$ cat src/rtl/calc_pkg.sv
// ---------------------------------------------------------------------------
// calc_pkg
// Shared definitions for the X/Y working-register datapath and its sequencer:
//   - 3-bit register function codes (CLEAR/LOAD/HOLD/SL/SR)
//   - 3-bit instruction opcodes
//   - 2-bit Y load-source select codes
//   - sequencer FSM state codes
//   - cmd_t bundle plus a decoder for the single-cycle instructions
// No ports (package).
// ---------------------------------------------------------------------------
package calc_pkg;

    // Register function codes
    localparam logic [2:0] FUNC_CLEAR = 3'b000;
    localparam logic [2:0] FUNC_LOAD  = 3'b001;
    localparam logic [2:0] FUNC_HOLD  = 3'b010;
    localparam logic [2:0] FUNC_SL    = 3'b011;
    localparam logic [2:0] FUNC_SR    = 3'b100;

    // Instruction opcodes
    localparam logic [2:0] OP_NOP = 3'b000;
    localparam logic [2:0] OP_LDX = 3'b001;
    localparam logic [2:0] OP_LDY = 3'b010;
    localparam logic [2:0] OP_ADD = 3'b011;
    localparam logic [2:0] OP_SHL = 3'b100;
    localparam logic [2:0] OP_SHR = 3'b101;
    localparam logic [2:0] OP_MOV = 3'b110;
    localparam logic [2:0] OP_CLR = 3'b111;

    // Y load-source select
    localparam logic [1:0] YSEL_EXT = 2'b00;
    localparam logic [1:0] YSEL_X   = 2'b01;
    localparam logic [1:0] YSEL_ALU = 2'b10;

    // Sequencer FSM states
    localparam logic [1:0] ST_IDLE  = 2'b00;
    localparam logic [1:0] ST_EXEC  = 2'b01;
    localparam logic [1:0] ST_SHIFT = 2'b10;
    localparam logic [1:0] ST_DONE  = 2'b11;

    // Everything the sequencer drives towards the registers in one cycle
    typedef struct packed {
        logic [2:0] func_x;
        logic [2:0] func_y;
        logic [1:0] y_sel;
    } cmd_t;

    function automatic logic is_shift(input logic [2:0] op);
        return (op == OP_SHL) || (op == OP_SHR);
    endfunction

    // Single-cycle decode. Shifts reach this only with a zero count, in
    // which case they behave like NOP and leave both registers alone.
    function automatic cmd_t decode_op(input logic [2:0] op);
        cmd_t c;
        c.func_x = FUNC_HOLD;
        c.func_y = FUNC_HOLD;
        c.y_sel  = YSEL_EXT;
        case (op)
            OP_LDX: c.func_x = FUNC_LOAD;
            OP_LDY: c.func_y = FUNC_LOAD;
            OP_ADD: begin
                c.func_y = FUNC_LOAD;
                c.y_sel  = YSEL_ALU;
            end
            OP_MOV: begin
                c.func_y = FUNC_LOAD;
                c.y_sel  = YSEL_X;
            end
            OP_CLR: begin
                c.func_x = FUNC_CLEAR;
                c.func_y = FUNC_CLEAR;
            end
            default: ;
        endcase
        return c;
    endfunction

endpackage

$ cat src/rtl/shift_counter.sv
// ---------------------------------------------------------------------------
// shift_counter
// Loadable down-counter that tracks how many shift cycles remain.
// Ports:
//   clk        - rising-edge clock
//   rst_n      - asynchronous active-low reset (count -> 0)
//   load       - load load_value (takes priority over dec)
//   load_value - new count
//   dec        - decrement by one; saturates at zero
//   last       - high while count == 1, i.e. the current shift is the final one
// ---------------------------------------------------------------------------
module shift_counter #(
    parameter int WIDTH = 3
) (
    input  logic             clk,
    input  logic             rst_n,
    input  logic             load,
    input  logic [WIDTH-1:0] load_value,
    input  logic             dec,
    output logic             last
);

    logic [WIDTH-1:0] count;

    always_ff @(posedge clk or negedge rst_n) begin
        if (!rst_n) begin
            count <= '0;
        end else if (load) begin
            count <= load_value;
        end else if (dec && (count != '0)) begin
            count <= count - 1'b1;
        end
    end

    assign last = (count == WIDTH'(1));

endmodule

$ cat src/rtl/register_sequencer.sv
// ---------------------------------------------------------------------------
// register_sequencer
// Accepts one instruction at a time and expands it into per-cycle function
// codes for the 4-bit X/Y working registers, plus the Y load-source select.
// Ports:
//   clk, rst_n          - clock, asynchronous active-low reset
//   cmd_valid/cmd_ready - instruction handshake (accepted on valid & ready)
//   cmd_op, cmd_amt     - opcode and shift amount (amount clamped to SHIFT_MAX)
//   func_x, func_y      - function codes to registers X and Y
//   y_sel               - Y load source (00 ext, 01 X, 10 ALU)
//   done                - one-cycle pulse as an instruction completes
// All outputs are Moore: decoded from state and the latched opcode only.
// ---------------------------------------------------------------------------
module register_sequencer
    import calc_pkg::*;
#(
    parameter int SHIFT_MAX = 4
) (
    input  logic       clk,
    input  logic       rst_n,
    input  logic       cmd_valid,
    output logic       cmd_ready,
    input  logic [2:0] cmd_op,
    input  logic [2:0] cmd_amt,
    output logic [2:0] func_x,
    output logic [2:0] func_y,
    output logic [1:0] y_sel,
    output logic       done
);

    localparam int CW = $clog2(SHIFT_MAX + 1);

    logic [1:0]    state;
    logic [1:0]    state_next;
    logic [2:0]    op_q;
    logic [CW+2:0] amt_wide;
    logic [CW-1:0] amt_clamped;
    logic          accept;
    logic          go_shift;
    logic          last;
    cmd_t          cmd;

    // Widen before comparing so the clamp is correct whichever of the
    // counter width and the 3-bit amount field is larger.
    assign amt_wide    = (CW+3)'(cmd_amt);
    assign amt_clamped = (amt_wide > (CW+3)'(SHIFT_MAX)) ? CW'(SHIFT_MAX)
                                                          : CW'(cmd_amt);

    assign accept   = cmd_valid && (state == ST_IDLE);
    assign go_shift = is_shift(cmd_op) && (amt_clamped != '0);

    shift_counter #(
        .WIDTH(CW)
    ) u_shift_counter (
        .clk       (clk),
        .rst_n     (rst_n),
        .load      (accept && go_shift),
        .load_value(amt_clamped),
        .dec       (state == ST_SHIFT),
        .last      (last)
    );

    // Next-state logic. A zero-count shift takes the EXEC path so every
    // instruction still produces exactly one done pulse.
    always_comb begin
        state_next = state;
        case (state)
            ST_IDLE:  if (accept) state_next = go_shift ? ST_SHIFT : ST_EXEC;
            ST_EXEC:  state_next = ST_DONE;
            ST_SHIFT: if (last) state_next = ST_DONE;
            ST_DONE:  state_next = ST_IDLE;
            default:  state_next = ST_IDLE;
        endcase
    end

    // State and latched opcode; cmd_* is ignored except at acceptance.
    always_ff @(posedge clk or negedge rst_n) begin
        if (!rst_n) begin
            state <= ST_IDLE;
            op_q  <= OP_NOP;
        end else begin
            state <= state_next;
            if (accept) begin
                op_q <= cmd_op;
            end
        end
    end

    // Output decode; every state other than EXEC/SHIFT holds both registers.
    always_comb begin
        cmd.func_x = FUNC_HOLD;
        cmd.func_y = FUNC_HOLD;
        cmd.y_sel  = YSEL_EXT;
        if (state == ST_EXEC) begin
            cmd = decode_op(op_q);
        end else if (state == ST_SHIFT) begin
            cmd.func_y = (op_q == OP_SHR) ? FUNC_SR : FUNC_SL;
        end
    end

    assign func_x    = cmd.func_x;
    assign func_y    = cmd.func_y;
    assign y_sel     = cmd.y_sel;
    assign done      = (state == ST_DONE);
    assign cmd_ready = (state == ST_IDLE);

endmodule

$ cat config.mk
export PLATFORM = sky130hd
export DESIGN_NAME = register_sequencer
export DESIGN_NICKNAME = d
export VERILOG_FILES = /design/src/rtl/calc_pkg.sv /design/src/rtl/shift_counter.sv /design/src/rtl/register_sequencer.sv
export SDC_FILE = /design/constraint.sdc
export NUM_CORES = 1
export LEC_CHECK = 0
export CAP_MARGIN = 20
export CORE_MARGIN = 10
export CORE_UTILIZATION = 35
export CTS_BUF_LIST = sky130_fd_sc_hd__clkbuf_4 sky130_fd_sc_hd__clkbuf_8 sky130_fd_sc_hd__clkbuf_16
export DETAILED_ROUTE_END_ITERATION = 8
export SYNTH_ARGS = -nofsm -noshare
export SYNTH_HDL_FRONTEND = slang
export SYNTH_HIERARCHICAL = 1
export SYNTH_SLANG_ARGS = --single-unit
$ cat constraint.sdc
create_clock -name clk -period 3.59 [get_ports clk]
set_input_delay 0.5385 -clock clk [delete_from_list [all_inputs] [get_ports clk]]
set_output_delay 0.5385 -clock clk [all_outputs]
set_load 0.02 [all_outputs]
==> impl_metrics.env <==
export IMPL_tns_ns=0
export IMPL_yosysTopAreaCell="dfrtp_1"
export IMPL_initial_core_util_pct=37.1
export IMPL_synth_seq_area_share_pct=30.9
export IMPL_critPathMaxFanout=7
export IMPL_p_switching_uw=307
export IMPL_drt_vias_per_instance=4.71
export IMPL_p_per_area_nw_per_um2=825
export IMPL_vias=537
export IMPL_cts_tree="done"
export IMPL_clock_path_buffers=2
export IMPL_finalCritPeriodShare_pct=73.2
export IMPL_ir_worst_vdd_v=0.000343
export IMPL_fp_dieW_um=63.0
export IMPL_critPathArrivalTime_ns=2.09
export IMPL_yosys_cell_types_count=27
export IMPL_multiInputGateArea_sq_um=402
export IMPL_grt_pass1_vias=527
export IMPL_syn_num_nets=88
export IMPL_seq_area_sq_um=200
export IMPL_finalMaxSlewViolations=0
export IMPL_leakage_uw=0.000390
export IMPL_p_comb_share_pct=63.6
export IMPL_place_hpwl_um=1190
export IMPL_grt_total_usage_pct=7.29
export IMPL_setup_viol=0
export IMPL_crit_path_end_kind="output pin"
export IMPL_hold_buffers=0
export IMPL_clkTransAtPathRegs_ns=0.05
export IMPL_seq_power_share_pct=26.6
export IMPL_area_growth_pct=33.2
export IMPL_syn_avg_cell_area_sq_um=9.13
export IMPL_finalHoldViolations=0
export IMPL_rsz0062_at_grt="false"
export IMPL_coreArea_sq_um=1750
export IMPL_p_int_uw=405
export IMPL_cts_buffers=3
export IMPL_pwr_share_clk_pct=9.7
export IMPL_drc=0
export IMPL_antenna_found_initial=0
export IMPL_rows=15
export IMPL_clk_latency_ns=0.25
export IMPL_syn_cell_area_sq_um=648
export IMPL_synth_ff_type="dfrtp_1"
export IMPL_grt_pass1_wl_um=2350
export IMPL_io_pin_count=19
export IMPL_clock_skew_ns=0.00262
export IMPL_synth_async_reset_ratio_pct=100
export IMPL_sw_frac_of_total_pct=43.1
export IMPL_max_cap_viol_count=0
export IMPL_crit_start="state[0]"
export IMPL_status="finished, final reports clean"
export IMPL_ys_seq_elements=8
export IMPL_numClockSinks=8
export IMPL_synth_edf_count=0
export IMPL_synth_top_area_share_pct=30.9
export IMPL_first_pass_iters=4
export IMPL_cts_setup_buffers=0
export IMPL_synth_top_cells_by_count="nand2_1 (10), dfrtp_1 (8), ha_1 (8), inv_1 (8), nor3_1 (4)"
export IMPL_globalplace_congestion=0.745
export IMPL_ctsResizeCount=0
export IMPL_reg2reg_from="state[0]"
export IMPL_io_buffers=17
export IMPL_holdWs_ns=0.554
export IMPL_synth_area_top_cells="dfrtp_1 (31%), ha_1 (15%), nand2_1 (5.8%), mux2_2 (5.2%), mux2i_1 (4.6%)"
export IMPL_fillerInstances=176
export IMPL_period_needed_ns=2.63
export IMPL_min_from="u_shift_counter/count[1]"
export IMPL_hold_path_class="reg -> reg"
export IMPL_ant_nets=0
export IMPL_yosysWarnings=6
export IMPL_startpoint_type="register"
export IMPL_antennaDiodeCount=0
export IMPL_htreeDepth=1
export IMPL_design_die_area_sq_um=3970
export IMPL_final_net_count=108
export IMPL_grt_max_degree=9
export IMPL_clock_root_buffer="clkbuf_4"
export IMPL_wl_per_cell_um=12.2
export IMPL_syn_instance_count=71
export IMPL_clock_fmax_ghz=0.381
export IMPL_drt_iter0_drc=6
export IMPL_drive_gt1_share_pct=15.7
export IMPL_die_y_um=63.0
export IMPL_yosysMostFrequentCell="nand2_1"
export IMPL_wl_um=1390
export IMPL_overflow=0
export IMPL_required_ns=3.05
export IMPL_worstSetupPathType="reg -> out"
power groups by stage:
stage	Sequential, uW	Clock [uW]	Combinational [uW]
2_1_floorplan	170	0	341
3_3_place_gp	189	0	454
3_5_place_dp	191	0	460
4_1_cts	189	72.4	463
5_1_grt	198	78.3	507
6_report	190	69.4	453
cell usage in the layout, fill, tap and decap left out:
master            n
nor4b_1           1
a31o_2            1
o21ai_2           1
xnor2_1           1
o21ai_0           1
o22ai_1           1
nand2_1          10
conb_1            1
o32ai_1           1
clkbuf_4          3
nor3b_1           1
nand2b_4          2
o2bb2ai_1         1
and2b_2           3
a21oi_1           2
ha_1              8
dfrtp_1           8
o32a_1            1
mux2i_1           3
clkdlybuf4s50_1  17
nor3_1            4
buf_4             1
nor2_1            2
nand3_1           3
inv_1             8
mux2_2            3
a211o_1           1
flip-flops by register name, indices dropped and copies added, names as in the netlist:
| name | flops |
|---|---|
| op_q | 3 |
| u_shift_counter/count | 3 |
| state | 2 |
final timing paths:
check / endpoint / slack (ns) / depth (start not counted)
worst min register to register: u_shift_counter/count[1] / 0.55 / 2
worst max register to register: u_shift_counter/count[0] / 1.95 / 8
worst min-delay path: u_shift_counter/count[1] / 0.55 / 2
worst max-delay path: func_y[2] / 0.96 / 5
min in group asynchronous: state[1] / 0.58 / 1
max in group asynchronous: op_q[0] / 2.73 / 1
per-layer routing:
| metal | vias up | share of wire (%) | global-route usage, % |
|---|---|---|---|
| met3 | 0 | 6.8 | 3.23 |
| li1 | 275 | - | - |
| met5 | - | 0 | 0 |
| met2 | 17 | 49 | 12.2 |
| met1 | 245 | 44 | 7.34 |
| met4 | 0 | 0 | 4.19 |
through the flow:
stage / setup slack [ns] / area, sq um / power, uW / cells / utilization (%)
floorplan: 1.41 / 648 / 511 / 71 / -
global placement: 1.28 / 841 / 643 / 111 / 48.2
detailed placement: 1.24 / 841 / 651 / 111 / 48.2
CTS: 0.949 / 863 / 724 / 114 / 49.5
global route: 0.836 / 863 / 783 / 114 / 49.5
finish: 0.962 / 863 / 712 / 114 / 49.5
cells by family after synthesis:
group | Yosys count | share of synthesized area [%]
buf+inv | 11 | 7.14
flops | 8 | 30.9
mux | 6 | 9.85
xor+xnor | 1 | 1.35
compound gates | 10 | 11.6
other cells | 1 | 0.579
simple gates | 26 | 23.2
fa+ha+maj | 8 | 15.4
critical path: stages, from the launching register on:
cell and delay [ns]:
dfrtp_1 0.39, inv_1 0.12, ha_1 0.35, nand2b_4 0.08, nor3_1 0.23, clkdlybuf4s50_1 0.65
cell type report:
| cell class | count | area share, % |
|---|---|---|
| clock buffer | 3 | 2.61 |
| timing repair buffer | 18 | 20.6 |
| tap | 25 | 3.62 |
| sequential | 8 | 23.2 |
| inverter | 8 | 3.48 |
| multi-input combinational | 52 | 46.5 |
No activity file was read; power rests on OpenSTA's default activity.
